$ cat config.mk
export PLATFORM = sky130hd
export DESIGN_NAME = keypad_guess_buffer
export DESIGN_NICKNAME = d
export VERILOG_FILES = /design/src/rtl/keypad_guess_buffer.sv
export SDC_FILE = /design/constraint.sdc
export NUM_CORES = 1
export LEC_CHECK = 0
export BUFFER_PORTS_ARGS = -buffer_cell sky130_fd_sc_hd__buf_2
export CORE_MARGIN = 1.5
export CORE_UTILIZATION = 55
export CTS_BUF_LIST = sky130_fd_sc_hd__clkbuf_4 sky130_fd_sc_hd__clkbuf_8 sky130_fd_sc_hd__clkbuf_16
export DETAILED_ROUTE_END_ITERATION = 16
export HOLD_SLACK_MARGIN = 0.1
export PLACE_DENSITY = 0.77
export SLEW_MARGIN = 5
export SYNTH_ARGS = -nofsm -noshare
export SYNTH_HDL_FRONTEND = slang
export SYNTH_SLANG_ARGS = --single-unit
$ cat constraint.sdc
create_clock -name clk -period 2.35 [get_ports clk]
set_input_delay 0.1175 -clock clk [delete_from_list [all_inputs] [get_ports clk]]
set_output_delay 0.1175 -clock clk [all_outputs]
set_load 0.01 [all_outputs]
$ cat src/rtl/keypad_guess_buffer.sv
// Keypad guess buffer: turns the decoder's held key code into one event per
// physical press (stability filter plus release requirement), collects decimal
// digits into a fixed-length guess and commits it on the enter button.
module keypad_guess_buffer #(
  parameter int DIGITS        = 4,
  parameter int STABLE_CYCLES = 100000,
  parameter int CNT_W         = 17
) (
  input  logic                clk,
  input  logic                rst_n,
  input  logic [3:0]          key_code,
  input  logic                key_down,
  input  logic                btn_del,
  input  logic                btn_enter,
  output logic [4*DIGITS-1:0] buf_digits,
  output logic [3:0]          buf_count,
  output logic [4*DIGITS-1:0] guess,
  output logic                guess_valid,
  output logic                reject
);

  typedef enum logic [1:0] {
    IDLE,
    STABLE,
    HELD
  } key_state_t;

  localparam logic [CNT_W-1:0] CNT_LAST   = CNT_W'(STABLE_CYCLES - 1);
  localparam logic [3:0]       COUNT_FULL = 4'(DIGITS);

  key_state_t          state;
  key_state_t          state_nxt;
  logic [3:0]          cand;
  logic [CNT_W-1:0]    cnt;
  logic                key_match;
  logic                key_evt;
  logic                del_prev;
  logic                enter_prev;
  logic                del_rise;
  logic                enter_rise;
  logic [4*DIGITS-1:0] buf_digits_nxt;
  logic [3:0]          buf_count_nxt;
  logic [4*DIGITS-1:0] guess_nxt;
  logic                guess_valid_nxt;
  logic                reject_nxt;

  assign key_match  = key_down && (key_code == cand);
  assign del_rise   = btn_del & ~del_prev;
  assign enter_rise = btn_enter & ~enter_prev;

  // Previous button levels, so each press produces a single rising-edge action.
  always_ff @(posedge clk or negedge rst_n) begin
    if (!rst_n) begin
      del_prev   <= 1'b0;
      enter_prev <= 1'b0;
    end else begin
      del_prev   <= btn_del;
      enter_prev <= btn_enter;
    end
  end

  // Key filter state register.
  always_ff @(posedge clk or negedge rst_n) begin
    if (!rst_n) begin
      state <= IDLE;
    end else begin
      state <= state_nxt;
    end
  end

  // Key filter next state: a code must stay steady to reach HELD, and a full release is needed to re-arm.
  always_comb begin
    state_nxt = state;
    case (state)
      IDLE: begin
        if (key_down) state_nxt = STABLE;
      end
      STABLE: begin
        if (!key_match)           state_nxt = IDLE;
        else if (cnt == CNT_LAST) state_nxt = HELD;
      end
      HELD: begin
        if (!key_down) state_nxt = IDLE;
      end
      default: state_nxt = IDLE;
    endcase
  end

  // Key filter output: one event on the cycle the steady count completes.
  always_comb begin
    key_evt = (state == STABLE) && key_match && (cnt == CNT_LAST);
  end

  // Candidate code capture and stability counter; a fresh press always restarts the count at zero.
  always_ff @(posedge clk or negedge rst_n) begin
    if (!rst_n) begin
      cand <= 4'd0;
      cnt  <= '0;
    end else if (state == IDLE && key_down) begin
      cand <= key_code;
      cnt  <= '0;
    end else if (state == STABLE && key_match && cnt != CNT_LAST) begin
      cnt <= cnt + CNT_W'(1);
    end
  end

  // Action arbitration: enter beats delete beats key, losers in the same cycle are simply dropped.
  always_comb begin
    buf_digits_nxt  = buf_digits;
    buf_count_nxt   = buf_count;
    guess_nxt       = guess;
    guess_valid_nxt = 1'b0;
    reject_nxt      = 1'b0;
    if (enter_rise) begin
      if (buf_count == COUNT_FULL) begin
        guess_nxt       = buf_digits;
        guess_valid_nxt = 1'b1;
        buf_digits_nxt  = '0;
        buf_count_nxt   = 4'd0;
      end else begin
        reject_nxt = 1'b1;
      end
    end else if (del_rise) begin
      if (buf_count != 4'd0) begin
        for (int i = 0; i < DIGITS; i++) begin
          if (4'(i) == buf_count - 4'd1) buf_digits_nxt[4*(DIGITS-1-i) +: 4] = 4'd0;
        end
        buf_count_nxt = buf_count - 4'd1;
      end else begin
        reject_nxt = 1'b1;
      end
    end else if (key_evt) begin
      if (cand > 4'd9) begin
        buf_count_nxt = buf_count;
      end else if (buf_count < COUNT_FULL) begin
        for (int i = 0; i < DIGITS; i++) begin
          if (4'(i) == buf_count) buf_digits_nxt[4*(DIGITS-1-i) +: 4] = cand;
        end
        buf_count_nxt = buf_count + 4'd1;
      end else begin
        reject_nxt = 1'b1;
      end
    end
  end

  // Registered outputs; the two strobes fall back to zero on any cycle without an action.
  always_ff @(posedge clk or negedge rst_n) begin
    if (!rst_n) begin
      buf_digits  <= '0;
      buf_count   <= 4'd0;
      guess       <= '0;
      guess_valid <= 1'b0;
      reject      <= 1'b0;
    end else begin
      buf_digits  <= buf_digits_nxt;
      buf_count   <= buf_count_nxt;
      guess       <= guess_nxt;
      guess_valid <= guess_valid_nxt;
      reject      <= reject_nxt;
    end
  end

endmodule

==> results.yml, run 1 <==
placement:
  place_inst: 452
  dp_hpwl_mm: 4.95
  port_buffers: 46
  dpl_worst_slack_ps: 166
  place.gp.congestion: 0.927
clocking:
  cts_root_buf: "clkbuf_8"
  clock-sinks: 63
  clk_pin_slew_ps: 70
  clk-insertion-delay-late_ps: 340
  clk_path_buf_depth: 2
  numCtsBuffers: 9
  htreeDepth: 3
  cts_tree: "yes"
layout:
  area_growth_pct: 21.8
  nFillCells: 431
  drive_above_1_share_pct: 22.4
  nets: 419
  instances_no_fill: 478
  num_antenna_cells: 0
  layout_commonest_cell: "nand2_1"
  mostFrequentLayoutCells: "nand2_1, dfrtp_1, buf_2"
global_routing:
  grt_usage_pct: 25.0
  antenna_found_initial: 0
  grt_pass1_vias: 2480
  grt_first_pass_wirelength_mm: 11.9
  grt_max_degree: 64
  grt_overflow_total: 0
setup_path:
  rrSetupSlack_ps: 230
  cp-start-kind: "flip-flop"
  rr_endpoint: "cnt[11]"
  reg2reg_depth: 8
  r2r_start: "cnt[0]"
  end_kind: "flip-flop"
  cp_max_fo: 11
  cp.arrival_ps: 2380
  crit_required_ps: 2610
  crit_type: "reg2reg"
sta:
  worstMarginPinSlew_ps: 693
  relSlewSlack_pct: 53.7
  final.setup_skew_ps: 7.38
  report.final.slew_viol_count: 0
  whs_ps: 316
  hold_violations: 0
  setup-tns-final_ps: 0
  finalCritPeriodShare_pct: 90.2
  final.min_clock_period_ps: 2120
  fin_ws_ps: 231
  rsz0062_at_grt: "false"
  setup_violations: 0
  fmax_mhz: 472
synth:
  synth_seq_area_share_pct: 49.5
  ys_types: 48
  synth_nets: 354
  synth_edf_count: 0
  synth_top_area_cell: "dfrtp_1"
  synth_area_leaders: "dfrtp_1, nand2_1, a22o_1, ha_1, nand4_1"
  synth.cell_area_mm2: 0.00319
  synth-seq-cells: 63
  synthCells: 336
  syn_area_per_cell_um2: 9.48
  synth_top_flop_cell: "dfrtp_1"
  synth_top_cell_area_share_pct: 49.5
  yosysWarnings: 0
  async_flop_share_pct: 100
drt:
  wire_per_inst_um: 14.8
  drc: 0
  wirelength_mm: 7.06
  drt_iter0_markers: 159
  vias: 2703
  vias_per_cell: 5.65
  ant_nets: 0
  dr.pass1.iters: 4
hold_path:
  hp-class: "in2async"
die:
  row_count: 27
  start_util_pct: 57.5
  die_y_um: 79.1
  coreArea_mm2: 0.00554
  die_w_um: 79.1
  io_pins: 47
  die_area_mm2: 0.00626
outcome:
  outcome: "finished, final reports clean"
pwr:
  p_int_mw: 1.94
  ir_worst_vdd_uv: 622
  power_frac_comb_pct: 19.9
  power_frac_seq_pct: 42.5
  power.net_switching_mw: 0.822
  power_frac_clock_pct: 37.7
  leakage_nw: 1.98
  p_sw_share_pct: 29.7
  p_per_area_mw_per_mm2: 713
run:
  max_cap_viol_count: 0
## cells in the mapped netlist, types with 3 or more instances
library cell   n
and4_1         3
nand3_1       11
xor2_1         9
clkbuf_1      13
ha_1           9
dfrtp_1       63
a21oi_1       15
nand4_1       15
a22o_1        13
nor3_1         6
nor3_4         3
or3_1          6
inv_1          9
nand2_1       77
or4_1          3
a41oi_1        3
a21o_1         5
nor2_1        15
nor3b_1        5
and3_1         4
o21ai_0       15
## cells by family (layout without fill, tap and decap cells)
kind of cell	after synthesis	in the layout	synth area share [%]
adder cells (fa/ha/maj)	9	9	3.54
buffers and inverters	25	95	3.22
AO/OA/AOI/OAI	61	61	12.7
flip-flops	63	63	49.5
AND/OR/NAND/NOR	167	167	28.0
XOR/XNOR	11	11	3.02
## layer usage
metal / vias up / GRT usage [%] / part of all wire [%] / wire (um)
met4: 0 / 9.82 / 1.7 / 119
met2: 72 / 37.1 / 45 / 3170
met3: 11 / 6.78 / 5.5 / 388
li1: 1332 / - / - / -
met1: 1288 / 35.0 / 48 / 3380
met5: - / 0 / 0 / 0
## sequential cells by signal (all words and copies together) (netlist names)
name	count
state	2
buf_count	4
reject	1
cand	4
guess_valid	1
enter_prev	1
guess	16
buf_digits	16
del_prev	1
cnt	17
## per-stage QoR
| stage | util [%] | instance area, um^2 | power (mW) |
|---|---|---|---|
| 2_1_floorplan | - | 3190 | 1.53 |
| 3_3_place_gp | 64.1 | 3550 | 1.70 |
| 3_5_place_dp | 64.1 | 3550 | 1.72 |
| 4_1_cts | 69.5 | 3850 | 2.77 |
| 5_1_grt | 70.0 | 3880 | 2.90 |
| 6_report | 70.0 | 3880 | 2.77 |
## area by class of cell
| class | instances | area, um^2 | area share [%] |
|---|---|---|---|
| flip-flops and latches | 63 | 1580 | 40.6 |
| multi-input cells | 248 | 1520 | 39.1 |
| repair buffers | 69 | 435 | 11.2 |
| clock buffers | 10 | 138 | 3.55 |
| well taps | 72 | 90.1 | 2.32 |
| clock inverters | 6 | 83.8 | 2.16 |
| inverters | 10 | 37.5 | 0.967 |
## power groups by stage
stage	Combinational [mW]	Sequential [mW]	Clock, mW
floorplan	0.328	1.20	0
CTS	0.536	1.17	1.06
global placement	0.505	1.19	0
finish	0.550	1.17	1.04
detailed placement	0.523	1.19	0
global route	0.613	1.18	1.11
## timing repair
item | 4_1_cts | 5_1_grt
hold buffers | 8 | 0
endpoints found under the hold margin | 70 | 0
resized for setup | 0 | 2
buffers inserted | 0 | 2
endpoints found under the setup margin | 0 | 14
## critical path, cell delays in order, from the launching register on
cell	delay, ps
dfrtp_1	410
ha_1	260
and4_1	230
nand4_1	180
buf_4	150
nand4_1	70
buf_4	200
or4_1	400
a21oi_1	160
## worst max path at each step
stage	from	endpoint
finish	cnt[0]	cnt[11]
global route	cnt[5]	buf_digits[14]
CTS	cnt[13]	buf_digits[14]
detailed placement	cnt[13]	buf_digits[14]
global placement	cnt[13]	buf_digits[13]
floorplan	buf_count[0]	guess[10]
No activity file was read; power rests on OpenSTA's default activity.
==> run 2: changes to the inputs <==
==> constraint.sdc (replaced) <==
create_clock -name clk -period 2.73 [get_ports clk]
set_input_delay 0.1365 -clock clk [delete_from_list [all_inputs] [get_ports clk]]
set_output_delay 0.1365 -clock clk [all_outputs]
set_load 0.01 [all_outputs]
==> run 2 against run 1 <==
Effect of this change:
- non-clock buffer count down 5
- critical path depth unchanged
- final cell count down 1.0%
- clock skew shrank 3.5 ps
- wire length fell by 2.0%
- final area fell by 0.87%
- sequential cell count stayed put
- utilization shrank 0.61 points
- sequential power is 12% lower
- combinational power fell by 23%
- sequential share of layout area grew 0.36 points
- critical endpoint is now guess[9]
- largest cell class unchanged
==> results.yml, run 2 (same netlist as run 1, synthesis figures left out) <==
clocking:
  numCtsBuffers: 9
  htreeDepth: 3
  cts_tree: "yes"
  clk-insertion-delay-late_ps: 340
  clock-sinks: 63
  clk_pin_slew_ps: 70
  clk_path_buf_depth: 2
  post_cts_buffers: 0
  cts_root_buf: "clkbuf_8"
setup_path:
  cp.arrival_ps: 2670
  r2r_start: "buf_count[1]"
  max_stage_delay_ps: 540
  crit_slowest_cell: "dfrtp_1"
  rrSetupSlack_ps: 290
  rr_endpoint: "guess[9]"
  cp-start-kind: "flip-flop"
  cp_max_fo: 17
  path_common_cell: "nand2_1"
  reg2reg_depth: 8
  crit_required_ps: 2960
  end_kind: "flip-flop"
  crit_type: "reg2reg"
  path_cells: "inv_1, ha_1, and3b_1, nand2_1, buf_4, clkinv_1, nand2_1, nand2_1"
die:
  die_w_um: 79.1
  io_pins: 47
  coreArea_mm2: 0.00554
  die_area_mm2: 0.00626
  die_y_um: 79.1
  start_util_pct: 57.5
  row_count: 27
placement:
  dp_hpwl_mm: 4.77
  dpl_worst_slack_ps: 285
  place.gp.congestion: 0.879
  port_buffers: 46
drt:
  vias_per_cell: 5.70
  drt_iter0_markers: 177
  dr.pass1.iters: 4
  ant_nets: 0
  drc: 0
  wire_per_inst_um: 14.6
  vias: 2694
  wirelength_mm: 6.92
pwr:
  ir_worst_vdd_uv: 341
  leakage_nw: 1.95
  p_per_area_mw_per_mm2: 637
hold_path:
  min_to: "enter_prev"
  hp-class: "in2reg"
  hp-start: "btn_enter"
  hold_depth: 2
global_routing:
  grt_overflow_total: 0
  antenna_found_initial: 0
  grt_usage_pct: 24.3
  grt_pass1_vias: 2528
  grt_max_degree: 64
  grt_first_pass_wirelength_mm: 11.7
sta:
  whs_ps: 457
  relSlewSlack_pct: 48.3
  report.final.slew_viol_count: 0
  finalCritPeriodShare_pct: 89.5
  worstMarginPinSlew_ps: 775
  setup_violations: 0
  final.min_clock_period_ps: 2440
  fmax_mhz: 409
  rsz0062_at_grt: "false"
  final.setup_skew_ps: 3.90
  fin_ws_ps: 286
  hold_violations: 0
  setup-tns-final_ps: 0
layout:
  top_register: "cnt"
  top_regs: "cnt x17, buf_digits x16, guess x16"
  drive_above_1_share_pct: 21.2
  mostFrequentLayoutCells: "nand2_1, dfrtp_1, buf_2"
  nFillCells: 442
  largest_reg_flops: 17
  num_antenna_cells: 0
  layout_commonest_cell: "nand2_1"
  area_growth_pct: 20.7
  nets: 414
run:
  max_cap_viol_count: 0
outcome:
  outcome: "finished, final reports clean"
## run 2: area by class of cell
class | instances | area (um^2) | area share (%)
flip-flops and latches | 63 | 1580 | 41.0
well taps | 72 | 90.1 | 2.34
repair buffers | 64 | 385 | 10.0
clock inverters | 7 | 120 | 3.12
inverters | 10 | 37.5 | 0.976
clock buffers | 9 | 124 | 3.22
multi-input cells | 248 | 1510 | 39.3
## run 2: worst max path at each step
stage	to	cells after the start	startpoint	slack, ps
global placement	buf_digits[8]	7	buf_count[1]	330
finish	guess[9]	8	buf_count[1]	290
detailed placement	buf_digits[2]	7	buf_count[1]	280
floorplan	guess[10]	9	buf_count[0]	540
global route	guess[11]	8	buf_count[1]	20
CTS	buf_digits[10]	7	buf_count[1]	260
## run 2: worst max-delay path, delay by kind of cell (launching register included)
kind          cells  cell delay [ps]
flops             1              540
simple gates      4              660
fa+ha+maj         1              300
buf+inv           3              830
## run 2: routing by layer
metal	share of wire [%]	track usage (%)	wire length, um	vias to the layer above
met5	0	0	0	-
met4	1.5	10.9	104	0
met3	4.3	4.94	299	9
met2	46	37.7	3190	66
met1	48	33.1	3330	1307
li1	-	-	-	1312
## run 2: metrics by stage
stage	util (%)	std cells	cell area, um^2	power, mW
floorplan	-	336	3190	1.31
global placement	63.5	449	3520	1.44
detailed placement	63.5	449	3520	1.45
CTS	69.3	473	3840	2.46
global route	69.4	473	3850	2.56
finish	69.4	473	3850	2.45
## run 2: report_power, final
part / total [mW] / internal [mW] / switching, mW
sequential: 1.03 / 0.966 / 0.0652
clock: 0.993 / 0.609 / 0.384
combinational: 0.425 / 0.156 / 0.269
total: 2.45 / 1.73 / 0.717
## run 2: repair_timing
action                                  CTS  global route
hold buffers                              8             0
hold endpoints to repair                 70             0
gates resized for setup                   0             1
endpoints found under the setup margin    0             1
==> run 3: changes to the inputs <==
--- a/config.mk
+++ b/config.mk
@@ -7,11 +7,11 @@
 export LEC_CHECK = 0
 export BUFFER_PORTS_ARGS = -buffer_cell sky130_fd_sc_hd__buf_2
 export CORE_MARGIN = 1.5
-export CORE_UTILIZATION = 55
+export CORE_UTILIZATION = 45
 export CTS_BUF_LIST = sky130_fd_sc_hd__clkbuf_4 sky130_fd_sc_hd__clkbuf_8 sky130_fd_sc_hd__clkbuf_16
 export DETAILED_ROUTE_END_ITERATION = 16
 export HOLD_SLACK_MARGIN = 0.1
-export PLACE_DENSITY = 0.77
+export PLACE_DENSITY = 0.65
 export SLEW_MARGIN = 5
 export SYNTH_ARGS = -nofsm -noshare
 export SYNTH_HDL_FRONTEND = slang
==> constraint.sdc (replaced) <==
create_clock -name clk -period 2.3 [get_ports clk]
set_input_delay 0.115 -clock clk [delete_from_list [all_inputs] [get_ports clk]]
set_output_delay 0.115 -clock clk [all_outputs]
set_load 0.01 [all_outputs]
==> run 3 against run 2 <==
Effect of this change:
- die area increased by 21%
- global-route usage down 3.1 points
- clock-buffer cell count unchanged
- power increased by 17%
- critical endpoint is now buf_digits[8]
- largest cell class unchanged
- largest power group unchanged
==> results.yml, run 3 (same netlist as run 1, synthesis figures left out) <==
clocking:
  numCtsBuffers: 9
  post_cts_buffers: 0
  clk_pin_slew_ps: 80
  cts_root_buf: "clkbuf_8"
  clk-insertion-delay-late_ps: 340
  clk_path_buf_depth: 2
  clock-sinks: 63
  htreeDepth: 3
  cts_tree: "yes"
drt:
  ant_nets: 0
  vias_per_cell: 5.36
  wirelength_mm: 7.34
  drc: 0
  dr.pass1.iters: 6
  drt_iter0_markers: 155
  wire_per_inst_um: 14.5
  vias: 2709
die:
  die_w_um: 87.1
  row_count: 30
  start_util_pct: 46.6
  io_pins: 47
  coreArea_mm2: 0.00683
  die_area_mm2: 0.00759
  die_y_um: 87.1
setup_path:
  crit_required_ps: 2570
  cp.arrival_ps: 2440
  crit_start: "cnt[8]"
  end_kind: "flip-flop"
  cp-start-kind: "flip-flop"
  cp_max_fo: 5
  crit_type: "reg2reg"
  r2r_start: "cnt[8]"
pwr:
  p_per_area_mw_per_mm2: 727
  leakage_nw: 1.98
  ir_worst_vdd_uv: 293
global_routing:
  grt_overflow_total: 0
  grt_first_pass_wirelength_mm: 12.5
  grt_max_degree: 44
  grt_usage_pct: 21.2
  grt_pass1_vias: 2630
  antenna_found_initial: 0
sta:
  final.setup_skew_ps: 11.8
  setup-tns-final_ps: 0
  whs_ps: 315
  worstMarginPinSlew_ps: 548
  relSlewSlack_pct: 63.4
  final.min_clock_period_ps: 2170
  fmax_mhz: 461
  setup_violations: 0
  report.final.slew_viol_count: 0
  hold_violations: 0
  finalCritPeriodShare_pct: 94.3
  rsz0062_at_grt: "false"
layout:
  largest_reg_flops: 17
  top_regs: "cnt x17, buf_digits x16, guess x16"
  num_antenna_cells: 0
  top_register: "cnt"
  layout_commonest_cell: "nand2_1"
  drive_above_1_share_pct: 23.0
  nFillCells: 628
  nets: 422
  area_growth_pct: 23.3
  mostFrequentLayoutCells: "nand2_1, dfrtp_1, buf_2"
placement:
  dp_hpwl_mm: 5.28
  place.gp.congestion: 0.839
  port_buffers: 46
hold_path:
  hp-class: "in2async"
outcome:
  outcome: "finished, final reports clean"
run:
  max_cap_viol_count: 0
run 3: cell types whose count changed in the layout (fill, tap and decap cells not counted), sizes merged:
cell and change:
clkinvlp +1, inv -1, bufinv -1, buf +8, clkinv +1
run 3: worst paths after layout:
check	to	slack, ps	cells after the start
worst max-delay path	buf_digits[8]	130	5
worst min-delay path	buf_count[0]	310	2
worst max register to register	buf_digits[8]	130	5
worst min register to register	guess[11]	470	2
max in group asynchronous	guess[11]	1380	3
min in group clk	enter_prev	450	2
run 3: stage by stage:
| step | cell area [um^2] | cells | util [%] | power [mW] | worst slack (ps) |
|---|---|---|---|---|---|
| floorplan | 3190 | 336 | - | 1.56 | 105 |
| global placement | 3620 | 481 | 53.0 | 1.79 | 211 |
| detailed placement | 3620 | 481 | 53.0 | 1.80 | 173 |
| CTS | 3920 | 505 | 57.4 | 2.87 | 129 |
| global route | 3930 | 505 | 57.5 | 3.01 | 3.93 |
| finish | 3930 | 505 | 57.5 | 2.86 | 131 |
run 3: repair_timing:
item	4_1_cts	5_1_grt
endpoints found under the setup margin	0	7
resized for setup	0	2
endpoints found under the hold margin	27	0
hold buffers	8	0
run 3: per-layer routing:
layer  GRT usage (%)  part of all wire, %  vias up
met5               0                    0        -
met4            7.36                 0.94        0
met3            3.98                  4.7        8
met2            35.0                   47       70
met1            28.0                   47     1305
li1                -                    -     1326
run 3: cell type report:
cell class / instances / area (um^2) / share of cell area (%)
clock buffers: 9 / 124 / 3.15
clock inverters: 7 / 97.6 / 2.48
inverters: 10 / 37.5 / 0.955
multi-input cells: 248 / 1520 / 38.6
flip-flops and latches: 63 / 1580 / 40.1
well taps: 96 / 120 / 3.06
repair buffers: 72 / 458 / 11.7
run 3: report_power, final:
part / leakage [nW] / switching [mW] / internal [mW]
registers: 0.863 / 0.0381 / 1.15
logic: 1.01 / 0.374 / 0.233
clock network: 0.105 / 0.454 / 0.611
run 3: worst max-delay path, stage by stage, from the launching register on:
cell     delay (ps)
dfrtp_1         440
nor4b_2         410
nand4_1         300
or3_4           530
nor3_4          250
a22o_1          170
